<file path="src/rtl/alu_pipe_if.sv">
// alu_pipe_if: bundles the action/operand request and the result/status response
// of alu_pipe.
//   master : drives action_in, action_valid, operand_1_in, operand_2_in;
//            observes container_out, container_out_valid, ovf_out, inflight_cnt
//   slave  : the ALU side of the same signals
interface alu_pipe_if #(
    parameter int ACTION_LEN = 25,
    parameter int DATA_WIDTH = 48
);
    logic [ACTION_LEN-1:0] action_in;
    logic                  action_valid;
    logic [DATA_WIDTH-1:0] operand_1_in;
    logic [DATA_WIDTH-1:0] operand_2_in;
    logic [DATA_WIDTH-1:0] container_out;
    logic                  container_out_valid;
    logic                  ovf_out;
    logic [4:0]            inflight_cnt;

    modport master (
        output action_in, action_valid, operand_1_in, operand_2_in,
        input  container_out, container_out_valid, ovf_out, inflight_cnt
    );

    modport slave (
        input  action_in, action_valid, operand_1_in, operand_2_in,
        output container_out, container_out_valid, ovf_out, inflight_cnt
    );
endinterface

</file>
<file path="src/rtl/alu_pipe.sv">
// alu_pipe: fully pipelined ALU stage. The result is computed in the cycle an
// action is accepted and then delayed so that it appears LATENCY cycles later,
// in order, with no back-pressure.
// Ports:
//   clk  : rising-edge clock
//   rst  : asynchronous active-high reset
//   alu  : alu_pipe_if.slave (action_in/action_valid/operand_1_in/operand_2_in in,
//          container_out/container_out_valid/ovf_out/inflight_cnt out)
// Parameters: STAGE_ID (informational), ACTION_LEN (25), DATA_WIDTH (16..64),
//             LATENCY (1..16).
// Configuration macro: ALU_SATURATE_EN -- overflowing add yields all-ones and
// underflowing sub yields zero (ovf_out still set); otherwise results wrap.
module alu_pipe #(
    parameter int STAGE_ID   = 0,
    parameter int ACTION_LEN = 25,
    parameter int DATA_WIDTH = 48,
    parameter int LATENCY    = 5
) (
    input  logic     clk,
    input  logic     rst,
    alu_pipe_if.slave alu
);
    logic [3:0]            w_opcode;
    logic [DATA_WIDTH-1:0] w_imm;
    logic [DATA_WIDTH-1:0] w_rhs;
    logic                  w_is_add;
    logic                  w_is_sub;
    logic                  w_sel_op2;
    logic [DATA_WIDTH:0]   w_sum;
    logic [DATA_WIDTH:0]   w_diff;
    logic [DATA_WIDTH-1:0] w_result;
    logic                  w_ovf;
    logic                  w_inc;
    logic                  w_dec;
    logic                  w_unused;

    logic [DATA_WIDTH-1:0] r_data [LATENCY];
    logic [LATENCY-1:0]    r_ovf;
    logic [LATENCY-1:0]    r_vld;
    logic [4:0]            r_cnt;

    assign w_opcode = alu.action_in[ACTION_LEN-1 -: 4];
    assign w_unused = ^{alu.action_in[20:16], 32'(STAGE_ID)};

    always_comb begin
        w_imm       = '0;
        w_imm[15:0] = alu.action_in[15:0];
        w_rhs       = alu.operand_2_in;
        w_is_add    = 1'b0;
        w_is_sub    = 1'b0;
        w_sel_op2   = 1'b0;
        unique case (w_opcode)
            4'b0001, 4'b1001: w_is_add = 1'b1;
            4'b0010, 4'b1010: w_is_sub = 1'b1;
            4'b0011: begin
                w_is_add = 1'b1;
                w_rhs    = w_imm;
            end
            4'b0100: begin
                w_is_sub = 1'b1;
                w_rhs    = w_imm;
            end
            4'b1110: w_sel_op2 = 1'b1;
            default: ;
        endcase
    end

    // Extra top bit carries the add carry-out / sub borrow.
    assign w_sum  = {1'b0, alu.operand_1_in} + {1'b0, w_rhs};
    assign w_diff = {1'b0, alu.operand_1_in} - {1'b0, w_rhs};

    always_comb begin
        w_result = alu.operand_1_in;
        w_ovf    = 1'b0;
        if (w_is_add) begin
            w_result = w_sum[DATA_WIDTH-1:0];
            w_ovf    = w_sum[DATA_WIDTH];
`ifdef ALU_SATURATE_EN
            if (w_sum[DATA_WIDTH]) w_result = '1;
`endif
        end else if (w_is_sub) begin
            w_result = w_diff[DATA_WIDTH-1:0];
            w_ovf    = w_diff[DATA_WIDTH];
`ifdef ALU_SATURATE_EN
            if (w_diff[DATA_WIDTH]) w_result = '0;
`endif
        end else if (w_sel_op2) begin
            w_result = alu.operand_2_in;
        end
    end

    // Valid bits shift every cycle; data/ovf only load behind a valid bit, so
    // the final stage naturally holds the last valid result between pulses.
    always_ff @(posedge clk or posedge rst) begin
        if (rst) begin
            r_vld <= '0;
            r_ovf <= '0;
            for (int unsigned i = 0; i < LATENCY; i++) r_data[i] <= '0;
        end else begin
            r_vld[0] <= alu.action_valid;
            if (alu.action_valid) begin
                r_data[0] <= w_result;
                r_ovf[0]  <= w_ovf;
            end
            for (int unsigned i = 1; i < LATENCY; i++) begin
                r_vld[i] <= r_vld[i-1];
                if (r_vld[i-1]) begin
                    r_data[i] <= r_data[i-1];
                    r_ovf[i]  <= r_ovf[i-1];
                end
            end
        end
    end

    // An operation stops counting as in flight once it moves into the output
    // register, so the count tops out at LATENCY-1.
    assign w_inc = alu.action_valid;
    generate
        if (LATENCY == 1) begin : g_dec_direct
            assign w_dec = alu.action_valid;
        end else begin : g_dec_stage
            assign w_dec = r_vld[LATENCY-2];
        end
    endgenerate

    always_ff @(posedge clk or posedge rst) begin
        if (rst) r_cnt <= '0;
        else     r_cnt <= r_cnt + {4'b0, w_inc} - {4'b0, w_dec};
    end

    assign alu.container_out       = r_data[LATENCY-1];
    assign alu.container_out_valid = r_vld[LATENCY-1];
    assign alu.ovf_out             = r_ovf[LATENCY-1];
    assign alu.inflight_cnt        = r_cnt;
endmodule

</file>
<file path="src/flat_wrapper.sv">
// flat-port wrapper written by rule: the top's interface ports become plain ports
module alu_pipe_flat 
#(
    parameter int STAGE_ID   = 0,
    parameter int ACTION_LEN = 25,
    parameter int DATA_WIDTH = 48,
    parameter int LATENCY    = 5
)
  (clk, rst, alu_action_in, alu_action_valid, alu_operand_1_in, alu_operand_2_in, alu_container_out, alu_container_out_valid, alu_ovf_out, alu_inflight_cnt);
  alu_pipe_if #(.ACTION_LEN(ACTION_LEN), .DATA_WIDTH(DATA_WIDTH)) alu_i ();
  input  logic clk;
  input  logic rst;
  input wire logic [$bits(alu_i.action_in)-1:0] alu_action_in;
  input wire logic [$bits(alu_i.action_valid)-1:0] alu_action_valid;
  input wire logic [$bits(alu_i.operand_1_in)-1:0] alu_operand_1_in;
  input wire logic [$bits(alu_i.operand_2_in)-1:0] alu_operand_2_in;
  output wire logic [$bits(alu_i.container_out)-1:0] alu_container_out;
  output wire logic [$bits(alu_i.container_out_valid)-1:0] alu_container_out_valid;
  output wire logic [$bits(alu_i.ovf_out)-1:0] alu_ovf_out;
  output wire logic [$bits(alu_i.inflight_cnt)-1:0] alu_inflight_cnt;
  assign alu_i.action_in = alu_action_in;
  assign alu_i.action_valid = alu_action_valid;
  assign alu_i.operand_1_in = alu_operand_1_in;
  assign alu_i.operand_2_in = alu_operand_2_in;
  assign alu_container_out = alu_i.container_out;
  assign alu_container_out_valid = alu_i.container_out_valid;
  assign alu_ovf_out = alu_i.ovf_out;
  assign alu_inflight_cnt = alu_i.inflight_cnt;
  alu_pipe #(.STAGE_ID(STAGE_ID), .ACTION_LEN(ACTION_LEN), .DATA_WIDTH(DATA_WIDTH), .LATENCY(LATENCY)) u_core (.clk(clk), .rst(rst), .alu(alu_i));
endmodule
</file>
<file path="config.mk">
export PLATFORM = sky130hd
export DESIGN_NAME = alu_pipe_flat
export DESIGN_NICKNAME = d
export VERILOG_FILES = /design/src/rtl/alu_pipe_if.sv /design/src/rtl/alu_pipe.sv /design/src/flat_wrapper.sv
export SDC_FILE = /design/constraint.sdc
export NUM_CORES = 1
export LEC_CHECK = 0
export ABC_AREA = 0
export BUFFER_PORTS_ARGS = -buffer_cell sky130_fd_sc_hd__buf_2
export CAP_MARGIN = 20
export CORE_MARGIN = 2
export CORE_UTILIZATION = 55
export CTS_BUF_LIST = sky130_fd_sc_hd__clkbuf_16
export DETAILED_ROUTE_END_ITERATION = 10
export PLACE_DENSITY = 0.76
export SYNTH_ARGS = -nofsm -noshare
export SYNTH_HDL_FRONTEND = slang
export SYNTH_SLANG_ARGS = --single-unit
export TNS_END_PERCENT = 1
</file>
<file path="constraint.sdc">
create_clock -name clk -period 8.9 [get_ports clk]
set_input_delay 1.335 -clock clk [delete_from_list [all_inputs] [get_ports clk]]
set_output_delay 1.335 -clock clk [all_outputs]
set_load 0.1 [all_outputs]
</file>
* After elaboration in Yosys (flattened, before gate mapping)
Cells that the tools add are included.
** Storage, ports and cells
- Word-level logic and storage cells :: 35
- Output and inout port bits :: 55
- Register bits :: 255
** Cells by class
- Multiplexer cells :: 9
- Add/subtract/negate cells :: 4
- Reduce and logical (&&, ||, !) cells :: 3
- Eq/ne operators :: 7
** Operators with widths (count)
- 48-bit two-way mux :: 4
- 48-bit by 48-bit adder with 49-bit output :: 1
- 48-bit by 48-bit subtractor with 49-bit output :: 1
- 4-bit == test, second input constant :: 3
- 4-bit by 2-bit == test with 1-bit output, second input constant :: 2
- 3-bit OR reduction :: 2
- 5-bit by 1-bit adder with 5-bit output :: 1
- 1-bit two-way mux :: 5
- 5-bit by 1-bit subtractor with 5-bit output :: 1
- 4-bit by 1-bit == test with 1-bit output, second input constant :: 1
- 4-bit by 3-bit == test with 1-bit output, second input constant :: 1
- 2-bit OR reduction :: 1

* Longest topological paths before layout
Gate-level depths: netlist of the first run.
- Word-level depth :: 6
- Depth in mapped cells :: 19

* Worst setup path before layout of the first run
No wires, ideal clock.
- Kind :: input to register
- Start :: input alu_action_in[22]
- End :: register u_core.r_data[230] in the netlist's numbering
- Setup time :: 77 ps
- Cell stages on the path :: 18
- Setup slack :: 3635 ps
- Buffers on the path :: 2
- Data arrival time :: 5187 ps
- Data required time :: 8823 ps
- Cells stage by stage :: or3_1 a21o_1 clkbuf_1 clkbuf_1 nand2_1 nand2_1 ha_1 fa_1 o21bai_2 a21oi_1 o311ai_4 nand2_2 and2_4 a311o_1 o311ai_4 a311oi_4 a221o_1 a21oi_1
** Between the ends
- Longest elaborated chain between the ends :: 6
- Elaborated cells on any way between the ends :: 19
- Those cells by class :: 2 x add/sub; 7 x eq/ne; 7 x mux; 3 x reduce/logical
** RTL lines
- start, declared :: RTL line flat_wrapper.sv:13 : input wire logic [$bits(alu_i.action_in)-1:0] alu_action_in;
- 4-bit by 2-bit == test with 1-bit output / 4-bit by 3-bit == test with 1-bit output (equally long branches) :: RTL line alu_pipe.sv:52 : unique case (w_opcode)
- 2-bit OR reduction (no source line)
- 48-bit two-way mux :: RTL line alu_pipe.sv:52
- 48-bit by 48-bit subtractor with 49-bit output :: RTL line alu_pipe.sv:70 : assign w_diff = {1'b0, alu.operand_1_in} - {1'b0, w_rhs};
- 48-bit two-way mux :: RTL line alu_pipe.sv:81 : end else if (w_is_sub) begin
- 48-bit two-way mux * :: RTL line alu_pipe.sv:75 : if (w_is_add) begin
- end signal, assigned by index :: RTL line alu_pipe.sv:108 : r_data[i] <= r_data[i-1];
- end, declared :: RTL line alu_pipe.sv:37 : logic [DATA_WIDTH-1:0] r_data [LATENCY];
Every way passes the cells marked *; elsewhere a longest branch is shown, timed or not.
A chain may end at the register's enable or synchronous reset.

* Worst setup path after layout of the first run
- Start :: input alu_action_in[22]
- End :: register u_core.r_data[237] in the netlist's numbering
Same word-level chain as after synthesis.

==> results of run 1 <==
## critical path: stages
cell,delay (ns)
buf_2,0.13
or3_1,0.38
a21o_1,0.34
buf_4,0.36
nand2_1,0.13
nand2_1,0.08
ha_1,0.47
o21a_1,0.18
o21ai_1,0.06
a2bb2oi_1,0.44
a221oi_2,0.22
o31a_1,0.42
a211oi_1,0.66
o31ai_1,0.33
o221a_2,0.38
xnor2_1,0.13
o211a_1,0.21
## flip-flops by register name, summed over array words and instances (netlist names)
| register | cells |
|---|---|
| u_core.r_data | 192 |
| u_core.alu.inflight_cnt | 5 |
| u_core.r_ovf | 5 |
| u_core.r_vld | 5 |
| u_core.alu.container_out | 48 |
## logic make-up (layout without fill, tap and decap cells)
| logic type | Yosys count | after routing | synth area share, % |
|---|---|---|---|
| compound gates | 450 | 450 | 17.8 |
| xor+xnor | 53 | 53 | 2.70 |
| fa+ha+maj | 109 | 109 | 8.06 |
| buf+inv | 268 | 355 | 7.07 |
| flops | 255 | 255 | 37.1 |
| mux | 212 | 212 | 13.8 |
| other cells | 0 | 2 | 0 |
| simple gates | 522 | 522 | 13.5 |
## cell usage in the layout (no fill, tap or decap), drive strengths merged, types with 7 or more instances in the layout
cell / Yosys / layout
mux2: 203 / 203
nor2b: 15 / 15
or3: 16 / 16
o31ai: 10 / 10
nor4: 18 / 18
a31oi: 21 / 21
o22ai: 8 / 8
a21oi: 138 / 138
a221o: 7 / 7
nor2: 144 / 144
inv: 115 / 128
buf: 85 / 192
clkbuf: 67 / 27
nand4: 9 / 9
o221ai: 11 / 11
mux2i: 9 / 9
o21ai: 71 / 71
nand2: 226 / 226
o21a: 12 / 12
nand3: 39 / 39
dfrtp: 255 / 255
o21bai: 18 / 18
xnor2: 48 / 48
a21o: 28 / 28
o211ai: 17 / 17
a221oi: 9 / 9
nand2b: 8 / 8
nor3: 25 / 25
a211oi: 25 / 25
ha: 106 / 106
## per-stage QoR
| stage | hold slack (ns) | std cells | setup WS [ns] |
|---|---|---|---|
| floorplan | 0.406 | 1869 | 0.552 |
| global route | 0.511 | 2352 | 2.82 |
| global placement | 0.457 | 2302 | 2.52 |
| CTS | 0.478 | 2349 | 2.94 |
| finish | 0.473 | 2354 | 3.05 |
| detailed placement | 0.466 | 2302 | 2.38 |
## routing by layer
metal / up-vias / share of wire [%] / GRT usage (%)
met5: - / 0.027 / 0
met4: 2 / 2.1 / 7.13
met3: 70 / 7.2 / 4.62
met2: 528 / 45 / 47.5
met1: 6886 / 45 / 41.6
li1: 6711 / - / -
## how the worst min path moves through the flow
stage                       startpoint                 end  slack (ns)
floorplan              u_core.r_vld[0]     u_core.r_vld[1]        0.41
global placement    u_core.r_data[219]  u_core.r_data[219]        0.46
CTS                 u_core.r_data[219]  u_core.r_data[219]        0.48
detailed placement  u_core.r_data[219]  u_core.r_data[219]        0.47
finish              u_core.r_data[219]  u_core.r_data[219]        0.47
global route        u_core.r_data[219]  u_core.r_data[219]        0.51
## layout make-up
cell class,instances,area [um2],share of cell area [%]
multi-input cells,1346,9610,51.2
flip-flops and latches,255,6390,34.0
repair buffers,192,1030,5.50
clock buffers,27,676,3.60
well taps,396,495,2.64
inverters,116,443,2.36
clock inverters,20,130,0.693
diodes,2,5.00,0.0266
## power groups by stage
stage | clock network, uW | logic [uW] | registers (uW)
floorplan | 0 | 1530 | 1680
CTS | 1050 | 1850 | 1660
global placement | 0 | 1800 | 1650
finish | 1030 | 1860 | 1650
detailed placement | 0 | 1830 | 1680
global route | 1100 | 1980 | 1690
==> results.py, run 1 <==
metrics = {
    "cts": {
        "cts_buffer_depth": 3,
        "h-tree-depth": 1,
        "numClockSinks": 255,
        "clock-root-buffer": "clkbuf_16",
        "cts-buffers-inserted": 27,
        "cts_setup_buffers": 0,
        "clkTransAtPathRegs_ns": 0.06,
        "cts_resized": 0,
        "clock_latency_ns": 0.53,
        "cts_hold_buf": 0,
        "cts_tree": "done",
    },
    "synthesis": {
        "seq_area_frac_synth_pct": 37.1,
        "synth_flop_cell": "dfrtp_1",
        "synth_area_mm2": 0.0172,
        "ys_types": 92,
        "yosysMostFrequentCell": "dfrtp_1",
        "ys_top_cells_by_count": "dfrtp_1, nand2_1, mux2_2, nor2_1, a21oi_1",
        "syn_nets": 2102,
        "synth_warnings": 0,
        "synth_edf_count": 0,
        "yosys_register_bits": 255,
        "synthTopCellsByArea": "dfrtp_1, mux2_2, ha_1",
        "synth_top_area_share_pct": 37.1,
        "postSynthCellCount": 1869,
        "yosys.area.top_type": "dfrtp_1",
        "avgSynthCellArea_um2": 9.20,
        "ys_async_sr_fraction_pct": 100,
    },
    "timing": {
        "setup-violations-final": 0,
        "finalHoldViolations": 0,
        "timing.final.crit_share_pct": 65.8,
        "finalCriticalPeriod_ns": 5.85,
        "fmax_ghz": 0.171,
        "rsz0062_at_grt": "false",
        "slew_viol_final": 0,
        "skew_ns": 0.0140,
        "setup_tns_ns": 0,
        "slew_headroom_pct": 29.9,
        "tightest_slew_ns": 1.05,
    },
    "power": {
        "pwr-share-comb_pct": 40.9,
        "ir_drop_mv": 0.171,
        "p_int_uw": 2610,
        "power_density_mw_per_mm2": 242,
        "seq_power_share_pct": 36.4,
        "clkPwrFrac_pct": 22.7,
        "p_sw_share_pct": 42.6,
        "leakage_uw": 0.00875,
        "power_uw": 4550,
        "p_sw_uw": 1930,
    },
    "floorplan": {
        "initial_core_util_pct": 56.1,
        "rows": 64,
        "core_mm2": 0.0307,
        "fp.dieW_um": 181,
        "chipHeight_um": 181,
        "dieArea_mm2": 0.0327,
        "pin_count": 179,
    },
    "layout": {
        "drive_above_1_share_pct": 23.6,
        "postLayoutCellArea_mm2": 0.0188,
        "final_nets": 2171,
        "fin_util_pct": 61.2,
        "fill_cells": 2614,
        "area_growth_pct": 9.20,
    },
    "outcome": {
        "run_status": "complete, no violations",
    },
    "global_route": {
        "grt_remaining_overflow": 0,
        "grt_pass1_wl_um": 77100,
        "grt_util_all_layers_pct": 29.4,
        "antenna_found_initial": 4,
        "grt_pass1_vias": 14000,
        "grt_max_degree": 141,
    },
    "route": {
        "num_vias": 14200,
        "routedWlPerCell_um": 20.7,
        "drtPass1Iterations": 6,
        "drt_iter0_drc": 1211,
        "via_per_inst": 6.03,
        "routed_wl_um": 48700,
        "post-route-drc-count": 0,
        "antenna_left": 0,
    },
    "setup_path": {
        "worstPathArrival_ns": 6.28,
        "r2r-start": "u_core.r_vld[3]",
        "crit_end": "u_core.r_data[237]",
        "cp.required_ns": 9.32,
        "crit_path_start_kind": "input pin",
        "path_max_fanout": 37,
        "r2r_end": "u_core.alu.inflight_cnt[4]",
        "cp-end-kind": "flop",
        "startpoint": "alu_action_in[22]",
        "r2r_slack_ns": 7.03,
        "crit_type": "in2reg",
        "reg2reg_depth": 9,
    },
    "placed_design": {
        "place_congestion": 0.925,
        "port_buffers": 173,
        "place_area_mm2": 0.0179,
        "place_hpwl_um": 35000,
    },
    "flow_run": {
        "maxCapViolations": 0,
    },
    "worst_hold_path": {
        "holdPathStages": 1,
        "hp-class": "reg2reg",
    },
}
Power figures use the tool's default switching activity.
==> run 2, diff against run 1 <==
--- a/config.mk
+++ b/config.mk
@@ -5,14 +5,14 @@
 export SDC_FILE = /design/constraint.sdc
 export NUM_CORES = 1
 export LEC_CHECK = 0
-export ABC_AREA = 0
+export ABC_AREA = 1
 export BUFFER_PORTS_ARGS = -buffer_cell sky130_fd_sc_hd__buf_2
 export CAP_MARGIN = 20
 export CORE_MARGIN = 2
 export CORE_UTILIZATION = 55
 export CTS_BUF_LIST = sky130_fd_sc_hd__clkbuf_16
 export DETAILED_ROUTE_END_ITERATION = 10
-export PLACE_DENSITY = 0.76
+export PLACE_DENSITY = 0.79
 export SYNTH_ARGS = -nofsm -noshare
 export SYNTH_HDL_FRONTEND = slang
 export SYNTH_SLANG_ARGS = --single-unit
==> constraint.sdc (replaced) <==
create_clock -name clk -period 4.8 [get_ports clk]
set_input_delay 0.72 -clock clk [delete_from_list [all_inputs] [get_ports clk]]
set_output_delay 0.72 -clock clk [all_outputs]
set_load 0.1 [all_outputs]
==> results.py, run 2 <==
metrics = {
    "power": {
        "pwr-share-comb_pct": 39.9,
        "seq_power_share_pct": 36.3,
        "power_density_mw_per_mm2": 353,
        "p_sw_uw": 3190,
        "p_sw_share_pct": 43.2,
        "ir_drop_mv": 0.428,
        "leakage_uw": 0.0111,
        "p_int_uw": 4190,
        "clkPwrFrac_pct": 23.8,
    },
    "timing": {
        "slew_headroom_pct": 30.1,
        "setup-violations-final": 0,
        "fmax_ghz": 0.268,
        "setup_tns_ns": 0,
        "skew_ns": 0.0245,
        "rsz0062_at_grt": "false",
        "finalHoldViolations": 0,
        "tightest_slew_ns": 1.05,
        "whs_ns": 0.381,
        "finalCriticalPeriod_ns": 3.73,
        "slew_viol_final": 0,
        "timing.final.crit_share_pct": 77.7,
    },
    "flow_run": {
        "maxCapViolations": 0,
    },
    "setup_path": {
        "cp.required_ns": 5.20,
        "worstPathArrival_ns": 4.13,
        "crit_path_start_kind": "input pin",
        "crit_chain": "buf_2 -> inv_1 -> nor2_1 -> nand3_1 -> nand2_1 -> buf_12 -> o21ai_0 -> ha_1 -> inv_1 -> a21oi_1 -> o21ai_0 -> inv_1 -> nand3_1 -> nand2_1 -> nand2_1 -> o221ai_1 -> nand2_1 -> nand2_1 -> nand2_1",
        "critPathSlowestCell": "o221ai_1",
        "cp-end-kind": "flop",
        "critPathMaxStageDelay_ns": 0.53,
        "cp_common_cell": "nand2_1",
        "crit_type": "in2reg",
        "path_max_fanout": 45,
    },
    "outcome": {
        "run_status": "complete, no violations",
    },
    "synthesis": {
        "ys_types": 52,
        "syn_nets": 3189,
        "ys_top_cells_by_count": "nand2_1, inv_1, nor2_1, dfrtp_1, a21oi_1",
        "synth_edf_count": 0,
        "postSynthCellCount": 2956,
        "synthTopCellsByArea": "dfrtp_1, nand2_1, inv_1",
        "yosys_register_bits": 255,
        "synth_flop_cell": "dfrtp_1",
        "yosys.area.top_type": "dfrtp_1",
        "ys_async_sr_fraction_pct": 100,
        "yosysMostFrequentCell": "nand2_1",
        "avgSynthCellArea_um2": 6.53,
        "seq_area_frac_synth_pct": 33.1,
        "synth_top_area_share_pct": 33.1,
        "synth_warnings": 0,
        "synth_area_mm2": 0.0193,
    },
    "cts": {
        "cts_setup_buffers": 0,
        "clock-root-buffer": "clkbuf_16",
        "cts_hold_buf": 0,
        "numClockSinks": 255,
        "cts_buffer_depth": 3,
        "clock_latency_ns": 0.51,
        "cts_resized": 0,
        "h-tree-depth": 1,
        "clkTransAtPathRegs_ns": 0.07,
        "cts_tree": "done",
        "cts-buffers-inserted": 21,
    },
    "layout": {
        "largest_reg_flops": 192,
        "final_nets": 3260,
        "drive_above_1_share_pct": 11.0,
        "largest_register": "u_core.r_data",
        "final_cell_mix": "nand2_1, inv_1, nor2_1, dfrtp_1, a21oi_1",
        "area_growth_pct": 8.27,
        "fill_cells": 3213,
        "diodes": 0,
        "final_common_cell": "nand2_1",
    },
    "global_route": {
        "grt_pass1_wl_um": 107000,
        "grt_util_all_layers_pct": 38.2,
        "grt_pass1_vias": 19100,
        "antenna_found_initial": 0,
        "grt_remaining_overflow": 0,
        "grt_max_degree": 162,
    },
    "floorplan": {
        "pin_count": 179,
        "dieArea_mm2": 0.0366,
        "initial_core_util_pct": 55.9,
        "rows": 68,
        "chipHeight_um": 191,
        "fp.dieW_um": 191,
        "core_mm2": 0.0345,
    },
    "route": {
        "antenna_left": 0,
        "num_vias": 20100,
        "drtPass1Iterations": 5,
        "routedWlPerCell_um": 20.1,
        "drt_iter0_drc": 2046,
        "routed_wl_um": 70400,
        "via_per_inst": 5.74,
        "post-route-drc-count": 0,
    },
    "worst_hold_path": {
        "hp-class": "in2async",
    },
    "placed_design": {
        "place_hpwl_um": 53900,
        "port_buffers": 173,
        "place_congestion": 1.01,
    },
}
==> run 2: layout make-up <==
| type | instances | area (um2) | share of cell area (%) |
|---|---|---|---|
| Clock inverter | 17 | 170 | 0.814 |
| Sequential cell | 255 | 6390 | 30.6 |
| Tap cell | 455 | 569 | 2.72 |
| Clock buffer | 21 | 526 | 2.51 |
| Inverter | 457 | 1720 | 8.23 |
| Timing Repair Buffer | 206 | 1160 | 5.57 |
| Multi-Input combinational cell | 2086 | 10400 | 49.6 |
==> run 2: logic make-up (layout without fill, tap and decap cells) <==
logic type | after synthesis | count (layout) | share of synthesized area [%]
AOI/OAI and AO/OA | 570 | 570 | 16.1
xor gates and xnor gates | 15 | 15 | 0.681
adders and majority gates | 109 | 109 | 7.18
buffers and inverters | 615 | 701 | 13.3
DFF | 255 | 255 | 33.1
muxes | 2 | 2 | 0.117
and+or+nand+nor | 1390 | 1390 | 29.5
==> run 2: metrics by stage <==
step	util [%]	total power (uW)	cell area [um2]	setup WS, ns	instances
finish	60.5	7370	20900	1.07	3497
global placement	58.5	5400	20200	0.777	3459
detailed placement	58.5	5520	20200	0.699	3459
global route	60.5	7730	20900	0.718	3497
CTS	60.5	7310	20900	1.20	3497
floorplan	-	4810	19300	0.722	2956
==> run 2: path summary, 6_finish.rpt <==
kind	from	to	slack (ns)	cells after the start
hold reg to reg	u_core.r_data[103]	u_core.r_data[55]	0.49	2
setup / recovery	alu_action_in[23]	u_core.r_data[206]	1.07	19
min in group clk	alu_action_valid	u_core.alu.inflight_cnt[0]	0.48	2
max in group asynchronous	rst	u_core.r_data[239]	3.63	3
hold / removal	rst	u_core.r_vld[4]	0.38	3
setup reg to reg	u_core.r_vld[3]	u_core.alu.inflight_cnt[4]	2.78	7
==> run 2: worst max-delay path: cells and delay by family <==
family,cells,cell delay (ns)
AOI/OAI and AO/OA,4,1.08
adders and majority gates,1,0.49
buffers and inverters,5,0.70
and+or+nand+nor,9,1.11
==> run 2: power by group through the flow <==
stage               Sequential, uW  Clock, uW  Combinational (uW)
global route                  2710       1860                3160
floorplan                     2810          0                2000
CTS                           2670       1760                2880
global placement              2670          0                2740
detailed placement            2690          0                2820
finish                        2680       1760                2940
==> run 2: metal layers <==
metal	share of wire (%)	vias to the layer above	global-route usage (%)
li1	-	9412	-
met1	42	9517	51.7
met2	46	1013	63.9
met3	8.7	115	4.85
met4	3.0	0	11.2
met5	0	-	0
